## src/rtl/irq_edge_arbiter.sv

```systemverilog
// irq_edge_arbiter: synchronizes NUM_IRQ asynchronous interrupt lines,
// detects a per-line selectable edge, latches events as pending bits and
// presents one pending line at a time to the core using round-robin
// arbitration and a valid/ack handshake.
//
// Ports:
//   clk            clock
//   n_rst          asynchronous active-low reset
//   i_async_irq    raw asynchronous interrupt lines
//   i_irq_enable   per-line enable (quasi-static)
//   i_irq_posedge  per-line edge select, 1 = rising, 0 = falling
//   o_irq_valid    an interrupt is being presented
//   o_irq_id       index of the presented interrupt
//   i_irq_ack      core accepts the presented interrupt
//   o_irq_pending  pending bits (status readback)

// Multi-bit N-stage flop synchronizer; each bit is an independent line.
module irq_edge_arbiter_sync #(
  parameter int unsigned DATA_WIDTH = 8,
  parameter int unsigned SYNC_DEPTH = 2
) (
  input  logic                  clk,
  input  logic                  n_rst,
  input  logic [DATA_WIDTH-1:0] i_data,
  output logic [DATA_WIDTH-1:0] o_data
);

  logic [DATA_WIDTH-1:0] r_stages [SYNC_DEPTH];

  // Shift chain: stage 0 samples the asynchronous input.
  always_ff @(posedge clk or negedge n_rst) begin
    if (!n_rst) begin
      for (int unsigned s = 0; s < SYNC_DEPTH; s++) begin
        r_stages[s] <= '0;
      end
    end else begin
      r_stages[0] <= i_data;
      for (int unsigned s = 1; s < SYNC_DEPTH; s++) begin
        r_stages[s] <= r_stages[s-1];
      end
    end
  end

  assign o_data = r_stages[SYNC_DEPTH-1];

endmodule

module irq_edge_arbiter #(
  parameter  int unsigned NUM_IRQ       = 8,
  localparam int unsigned IRQ_IDX_WIDTH = $clog2(NUM_IRQ)
) (
  input  logic                     clk,
  input  logic                     n_rst,
  input  logic [NUM_IRQ-1:0]       i_async_irq,
  input  logic [NUM_IRQ-1:0]       i_irq_enable,
  input  logic [NUM_IRQ-1:0]       i_irq_posedge,
  output logic                     o_irq_valid,
  output logic [IRQ_IDX_WIDTH-1:0] o_irq_id,
  input  logic                     i_irq_ack,
  output logic [NUM_IRQ-1:0]       o_irq_pending
);

  typedef enum logic [0:0] {
    ST_IDLE    = 1'b0,
    ST_PRESENT = 1'b1
  } state_t;

  state_t                   r_state;
  state_t                   w_state_nxt;
  logic                     r_valid;
  logic                     w_valid_nxt;
  logic [IRQ_IDX_WIDTH-1:0] r_id;
  logic [IRQ_IDX_WIDTH-1:0] w_id_nxt;
  logic [IRQ_IDX_WIDTH-1:0] r_rr_last;
  logic [IRQ_IDX_WIDTH-1:0] w_rr_nxt;

  logic [NUM_IRQ-1:0]       w_sync;
  logic [NUM_IRQ-1:0]       r_hist;
  logic [NUM_IRQ-1:0]       w_evt;
  logic [NUM_IRQ-1:0]       w_set;
  logic [NUM_IRQ-1:0]       w_clr;
  logic [NUM_IRQ-1:0]       r_pending;
  logic [NUM_IRQ-1:0]       w_cand;
  logic                     w_any;
  logic [IRQ_IDX_WIDTH-1:0] w_winner;
  logic                     w_ack_accept;

  irq_edge_arbiter_sync #(
    .DATA_WIDTH (NUM_IRQ),
    .SYNC_DEPTH (2)
  ) u_sync (
    .clk    (clk),
    .n_rst  (n_rst),
    .i_data (i_async_irq),
    .o_data (w_sync)
  );

  // History flop for edge detection; resetting to 0 means a line held high
  // through reset shows up as a rise, never as a fall.
  always_ff @(posedge clk or negedge n_rst) begin
    if (!n_rst) begin
      r_hist <= '0;
    end else begin
      r_hist <= w_sync;
    end
  end

  // Per-line edge select.
  assign w_evt = (i_irq_posedge & w_sync & ~r_hist) |
                 (~i_irq_posedge & ~w_sync & r_hist);

  assign w_ack_accept = (r_state == ST_PRESENT) && i_irq_ack;
  assign w_set        = w_evt & i_irq_enable;
  assign w_clr        = w_ack_accept ? (NUM_IRQ'(1) << r_id) : '0;

  // Pending bits; a set in the same cycle as the clear wins.
  always_ff @(posedge clk or negedge n_rst) begin
    if (!n_rst) begin
      r_pending <= '0;
    end else begin
      r_pending <= (r_pending & ~w_clr) | w_set;
    end
  end

  assign w_cand = r_pending & i_irq_enable;

  // Round-robin pick: first candidate ascending from rr_last+1 with wrap.
  always_comb begin
    w_any    = 1'b0;
    w_winner = '0;
    for (int unsigned k = 0; k < NUM_IRQ; k++) begin
      int unsigned idx;
      idx = 32'(r_rr_last) + k + 32'd1;
      if (idx >= NUM_IRQ) begin
        idx = idx - NUM_IRQ;
      end
      if (!w_any && w_cand[IRQ_IDX_WIDTH'(idx)]) begin
        w_any    = 1'b1;
        w_winner = IRQ_IDX_WIDTH'(idx);
      end
    end
  end

  // FSM state and presentation registers.
  always_ff @(posedge clk or negedge n_rst) begin
    if (!n_rst) begin
      r_state   <= ST_IDLE;
      r_valid   <= 1'b0;
      r_id      <= '0;
      r_rr_last <= IRQ_IDX_WIDTH'(NUM_IRQ - 1);
    end else begin
      r_state   <= w_state_nxt;
      r_valid   <= w_valid_nxt;
      r_id      <= w_id_nxt;
      r_rr_last <= w_rr_nxt;
    end
  end

  // Next-state logic; the presented id is frozen until acked.
  always_comb begin
    w_state_nxt = r_state;
    w_valid_nxt = r_valid;
    w_id_nxt    = r_id;
    w_rr_nxt    = r_rr_last;
    case (r_state)
      ST_IDLE: begin
        w_valid_nxt = 1'b0;
        if (w_any) begin
          w_id_nxt    = w_winner;
          w_valid_nxt = 1'b1;
          w_state_nxt = ST_PRESENT;
        end
      end
      ST_PRESENT: begin
        if (i_irq_ack) begin
          w_rr_nxt    = r_id;
          w_valid_nxt = 1'b0;
          w_state_nxt = ST_IDLE;
        end
      end
      default: begin
        w_valid_nxt = 1'b0;
        w_state_nxt = ST_IDLE;
      end
    endcase
  end

  assign o_irq_valid   = r_valid;
  assign o_irq_id      = r_id;
  assign o_irq_pending = r_pending;

endmodule

```

## config.mk

```make
export PLATFORM = sky130hd
export DESIGN_NAME = irq_edge_arbiter
export DESIGN_NICKNAME = d
export VERILOG_FILES = /design/src/rtl/irq_edge_arbiter.sv
export SDC_FILE = /design/constraint.sdc
export NUM_CORES = 1
export LEC_CHECK = 0
export CAP_MARGIN = 20
export CORE_MARGIN = 5
export CORE_UTILIZATION = 55
export DETAILED_ROUTE_END_ITERATION = 12
export HOLD_SLACK_MARGIN = 0.08
export PLACE_DENSITY = 0.82
export SKIP_CTS_REPAIR_TIMING = 1
export SYNTH_ARGS = -nofsm -noshare
export SYNTH_HDL_FRONTEND = slang
export SYNTH_SLANG_ARGS = --single-unit
```

## constraint.sdc

```tcl
create_clock -name clk -period 4.5 [get_ports clk]
set_input_delay 0.675 -clock clk [delete_from_list [all_inputs] [get_ports clk]]
set_output_delay 0.675 -clock clk [all_outputs]
set_load 0.02 [all_outputs]
```

Word level (Yosys, flattened, before mapping)

Index checks and enable logic that the tools add are counted.

Memories: 0
Bits of input ports: 27
Output and inout bits: 12
Memory bits (writable): 0
Word-level logic and storage cells: 125
Register bits: 40
Latch bits: 0
Bits in read-only memories: 0

Bitwise gates (word level): 14
Reduce and logical (&&, ||, !) cells: 17
Shift operators: 1
Multiply operators: 0
Eq/ne operators: 1
Divide/modulo/power cells: 0
Magnitude comparators: 16
$add $sub $neg: 22
Mux-type cells: 46

Operators with widths:

| cell                  | number |
|---|---|
| $and A8 B8 Y8         | 7 |
| $mux W3               | 16 |
| $add A4 B1 Y5 const B | 7 |
| $ge A5 B4 Y1 const B  | 7 |
| $lt A3 B4 Y1 const B  | 8 |
| $not A8 Y8            | 4 |
| $bmux W1 S3           | 8 |
| $sub A3 B1 Y3 const B | 8 |
| $mux W1               | 19 |
| $add A3 B3 Y4 const B | 4 |
| $or A8 B8 Y8          | 2 |
| $add A3 B2 Y4 const B | 2 |
| $logic_and A1 B1 Y1   | 8 |
| $mux W8               | 1 |
| $shl A1 B3 Y8 const A | 1 |
| $logic_not A1 Y1      | 7 |
| $add A3 B1 Y4 const B | 1 |
| $ge A4 B4 Y1 const B  | 1 |
| $pmux W1 S2           | 2 |
| $reduce_and A2 Y1     | 2 |
| $ne A2 B2 Y1 const B  | 1 |
| $not A1 Y1            | 1 |

Longest topological paths before layout

Depth after elaboration: 29
Gate-level depth with buffers: 12
Depth with buffers taken out: 9

By module

From an unflattened synthesis, not the netlist that was laid out.

Cells, all modules: 231
Area, all modules: 2378.5 um^2

By module, submodules not included:

| module                | instances | seq. area each (um^2) | area each (um^2) | cells an instance |
|---|---|---|---|---|
| irq_edge_arbiter      | 1         | 604.3                 | 1918.1           | 207 |
| irq_edge_arbiter_sync | 1         | 400.4                 | 460.4            | 24 |

Worst setup path before layout

No wires, ideal clock.

Path type: register to register
From: register r_rr_last[0]
To: register r_id[1], in the netlist o_irq_id[1]
Setup slack: 1539 ps
Cell stages (with the launch flop): 11
Arrival: 2835 ps
Period minus slack after synthesis: 2961 ps
Library setup time: 126 ps
Required time: 4374 ps
Buffers on the path: 3
Path through: dfstp_2 -> buf_6 -> buf_6 -> inv_4 -> ha_1 -> buf_2 -> mux4_2 -> mux2i_4 -> nor3_2 -> a31o_2 -> a221o_1

Longest elaborated chain between the ends: 28
Elaborated cells on any way between the ends: 85
Those cells by class: add/sub (22); order compare (8); mux (40); reduce/logical (15)

Ends and longest elaborated chain:

| item                                                                   | line | source |
|---|---|---|
| from (decl)                                                            | 74   | `logic [IRQ_IDX_WIDTH-1:0] r_rr_last;` |
| from (signal assigned)                                                 | 150  | `r_rr_last <= IRQ_IDX_WIDTH'(NUM_IRQ - 1);` |
| from (signal assigned)                                                 | 155  | `r_rr_last <= w_rr_nxt;` |
| parallel branches: the longest is 28 deep, another holds $add A4 B1 Y5 | --   |  |
| to (signal assigned)                                                   | 154  | `r_id <= w_id_nxt;` |
| to (decl)                                                              | 72   | `logic [IRQ_IDX_WIDTH-1:0] r_id;` |

Parallel ways; which one is timed is not known. The select of a mux whose other input is x is not followed.
A chain may end at the register's enable or synchronous reset.

Worst setup path in the final report

Ends and elaborated chain as after synthesis.

==> flow_metrics.tcl <==
set metrics [dict create \
    status "finished clean" \
    synth_area_um2 2451 \
    avgViaCountPerCell 6.030 \
    htreeDepth 2 \
    crit_path_end_kind "flop" \
    wl_per_cell_um 16.75 \
    synthFlopType "dfrtp_1" \
    vias 2008 \
    crit_path_top_delay_cell "dfstp_2" \
    area_delta_synth_final_pct 19.55 \
    cp.required_ns 4.68 \
    pwr-share-comb_pct 63.1 \
    p_leak_nw 1.162 \
    synth-seq-cells 40 \
    numCtsBuffers 5 \
    antenna_found_initial 0 \
    grt.overflow.total 0 \
    core_um2 4324 \
    n_antenna_cell 0 \
    drtIter0Drc 186 \
    cp_cell_sequence "inv_4 -> ha_1 -> mux4_2 -> mux2i_4 -> nor3_2 -> a31o_2 -> a221o_1" \
    power_density_nw_per_um2 836.6 \
    postSynthCellCount 243 \
    hold_violations 0 \
    io_pins 39 \
    place_congestion 0.9258 \
    p_switching_w 0.001113 \
    clk_latency_ns 0.30 \
    finalWirelength_um 5578 \
    clock-sinks 40 \
    drv_slew 0 \
    setup-tns-final_ns 0 \
    synthArstFlopShare_pct 100.0 \
    critPathKind "reg -> reg" \
    fin_nets 310 \
    avgSynthCellArea_um2 10.09 \
    synth_area_leaders "dfrtp_1 (38%), mux4_2 (12%), nand2_1 (8.7%)" \
    max_freq_ghz 0.2808 \
    setup_viol 0 \
    clockBufferDepth 2 \
    whs_ns 0.3552 \
    fp-row-count 24 \
    cell_internal_pwr_w 0.001338 \
    grt_util_all_layers_pct 20.52 \
    drc 0 \
    yosys_warnings 0 \
    mostFrequentLayoutCells "nand2_1 (57), clkdlybuf4s50_1 (37), dfrtp_1 (37)" \
    port_buffers 38 \
    stdcell_area_um2 2930 \
    maxSlewHeadroom_pct 43.78 \
    dieArea_um2 5891 \
    grt_pass1_vias 1963 \
    die_height_um 76.76 \
    p_total_w 0.002452 \
    die_w_um 76.76 \
    hp-class "reg -> reg" \
    synth_top_area_share_pct 37.77 \
    ant_nets 0 \
    worstMarginPinSlew_ns 0.8432 \
    synth_top_cell_by_area "dfrtp_1" \
    drt_first_pass_iters 4 \
    grt_max_degree 41 \
    grt_pass1_wl_um 9763 \
    drive_gt1_share_pct 13.17 \
    final_common_cell "nand2_1" \
    arrival_ns 3.75 \
    crit_fanout 29 \
    dp_hpwl_um 4301 \
    ir_drop_v 0.0003819 \
    pwr-share-seq_pct 24.9 \
    cap_violations 0 \
    fin_crit_ns 3.561 \
    fin_crit_sh_pct 79.13 \
    cts_root_buf "clkbuf_8" \
    fin_worst_skew_ns 0.009024 \
    finalNonFillerCells 333 \
    cts_tree "built" \
    start_util_pct 56.68 \
    power.clock.fraction_pct 12.0 \
    dpl.cell_count 325 \
    ys_seq_area_share_pct 40.99 \
    worstSetupStartpointType "flop" \
    dpl-instance-area_um2 2819 \
    synthDistinctLibCells 56 \
    synth_nets 273 \
    synth_edf_count 0 \
    swShare_pct 45.41 \
    path_clk_slew_ns 0.08 \
    cpPeakStageDelay_ns 0.91 \
    rsz0062_at_grt "false" \
]
==> flip-flops by register name (all words and copies together) (netlist names) <==
name / cells
o_irq_id: 3
o_irq_pending: 8
o_irq_valid: 1
r_hist: 8
r_rr_last: 3
r_state: 1
u_sync.o_data: 8
u_sync.r_stages: 8
==> per-stage QoR <==
| stage | worst slack [ns] | utilization, % |
|---|---|---|
| after floorplan | 1.539 | - |
| after global placement | 0.9941 | 65.19 |
| after detailed placement | 0.9576 | 65.19 |
| after CTS | 0.9420 | 67.77 |
| after global routing | 0.6880 | 67.77 |
| final | 0.9393 | 67.77 |
==> worst max-delay path: cells and delay by family (launching register included) <==
family                   cells  cell delay [ns]
buffers and inverters        1             0.12
AO/OA/AOI/OAI                2             0.61
adder cells (fa/ha/maj)      1             0.76
flip-flops                   1             0.91
AND/OR/NAND/NOR              1             0.13
multiplexers                 2             0.91
==> cells in the mapped netlist, types with 3 or more instances <==
master and n:
nand2b_1 4, inv_1 5, a21oi_1 8, buf_6 4
o211ai_1 3, o31ai_1 5, ha_1 3, nand2_1 57
a211oi_1 3, dfrtp_1 37, nand3_1 7, nor2_1 15
dfstp_2 3, and2_1 4, mux4_2 13, o21ai_0 22
==> kinds of logic (layout without fill, tap and decap cells) <==
logic type / count (synthesis) / count (layout) / share of synthesized area [%]
buffers and inverters: 15 / 53 / 4.134
AND/OR/NAND/NOR: 97 / 97 / 17.56
flip-flops: 40 / 40 / 40.99
multiplexers: 18 / 18 / 14.60
AO/OA/AOI/OAI: 66 / 66 / 18.22
XOR/XNOR: 4 / 4 / 2.961
adder cells (fa/ha/maj): 3 / 3 / 1.532
==> final timing paths <==
kind,from,to,slack (ns),cells after the start
setup / recovery,r_rr_last[0],o_irq_id[1],0.94,7
hold / removal,u_sync.r_stages[9],u_sync.o_data[1],0.36,0
setup reg to reg,r_rr_last[0],o_irq_id[1],0.94,7
hold reg to reg,u_sync.r_stages[9],u_sync.o_data[1],0.36,0
max in group asynchronous,n_rst,o_irq_pending[5],3.50,1
min in group asynchronous,n_rst,u_sync.r_stages[14],0.47,1
==> area by class of cell <==
cell class,instances,area [µm²]
Multi-Input combinational cell,188,1345
Timing Repair Buffer,38,375.4
Fill cell,333,1394
Sequential cell,40,1005
Clock inverter,3,42.54
Clock buffer,5,68.82
Inverter,7,28.78
Tap cell,52,65.06
==> power by group through the flow <==
stage	sequential, W	combinational (W)	clock, W
global route	0.000631	0.00170	0.000319
global placement	0.000613	0.00153	0
floorplan	0.000589	0.00124	0
CTS	0.000609	0.00154	0.000298
detailed placement	0.000615	0.00153	0
finish	0.000612	0.00155	0.000294
==> metal layers <==
layer / part of all wire, % / vias up / GRT usage [%]
li1: - / 960 / -
met1: 40 / 947 / 27.79
met2: 50 / 90 / 33.19
met3: 9.0 / 11 / 4.567
met4: 1.6 / 0 / 5.594
met5: 0 / - / 0
Note: power is estimated with default switching activity, not from simulation.
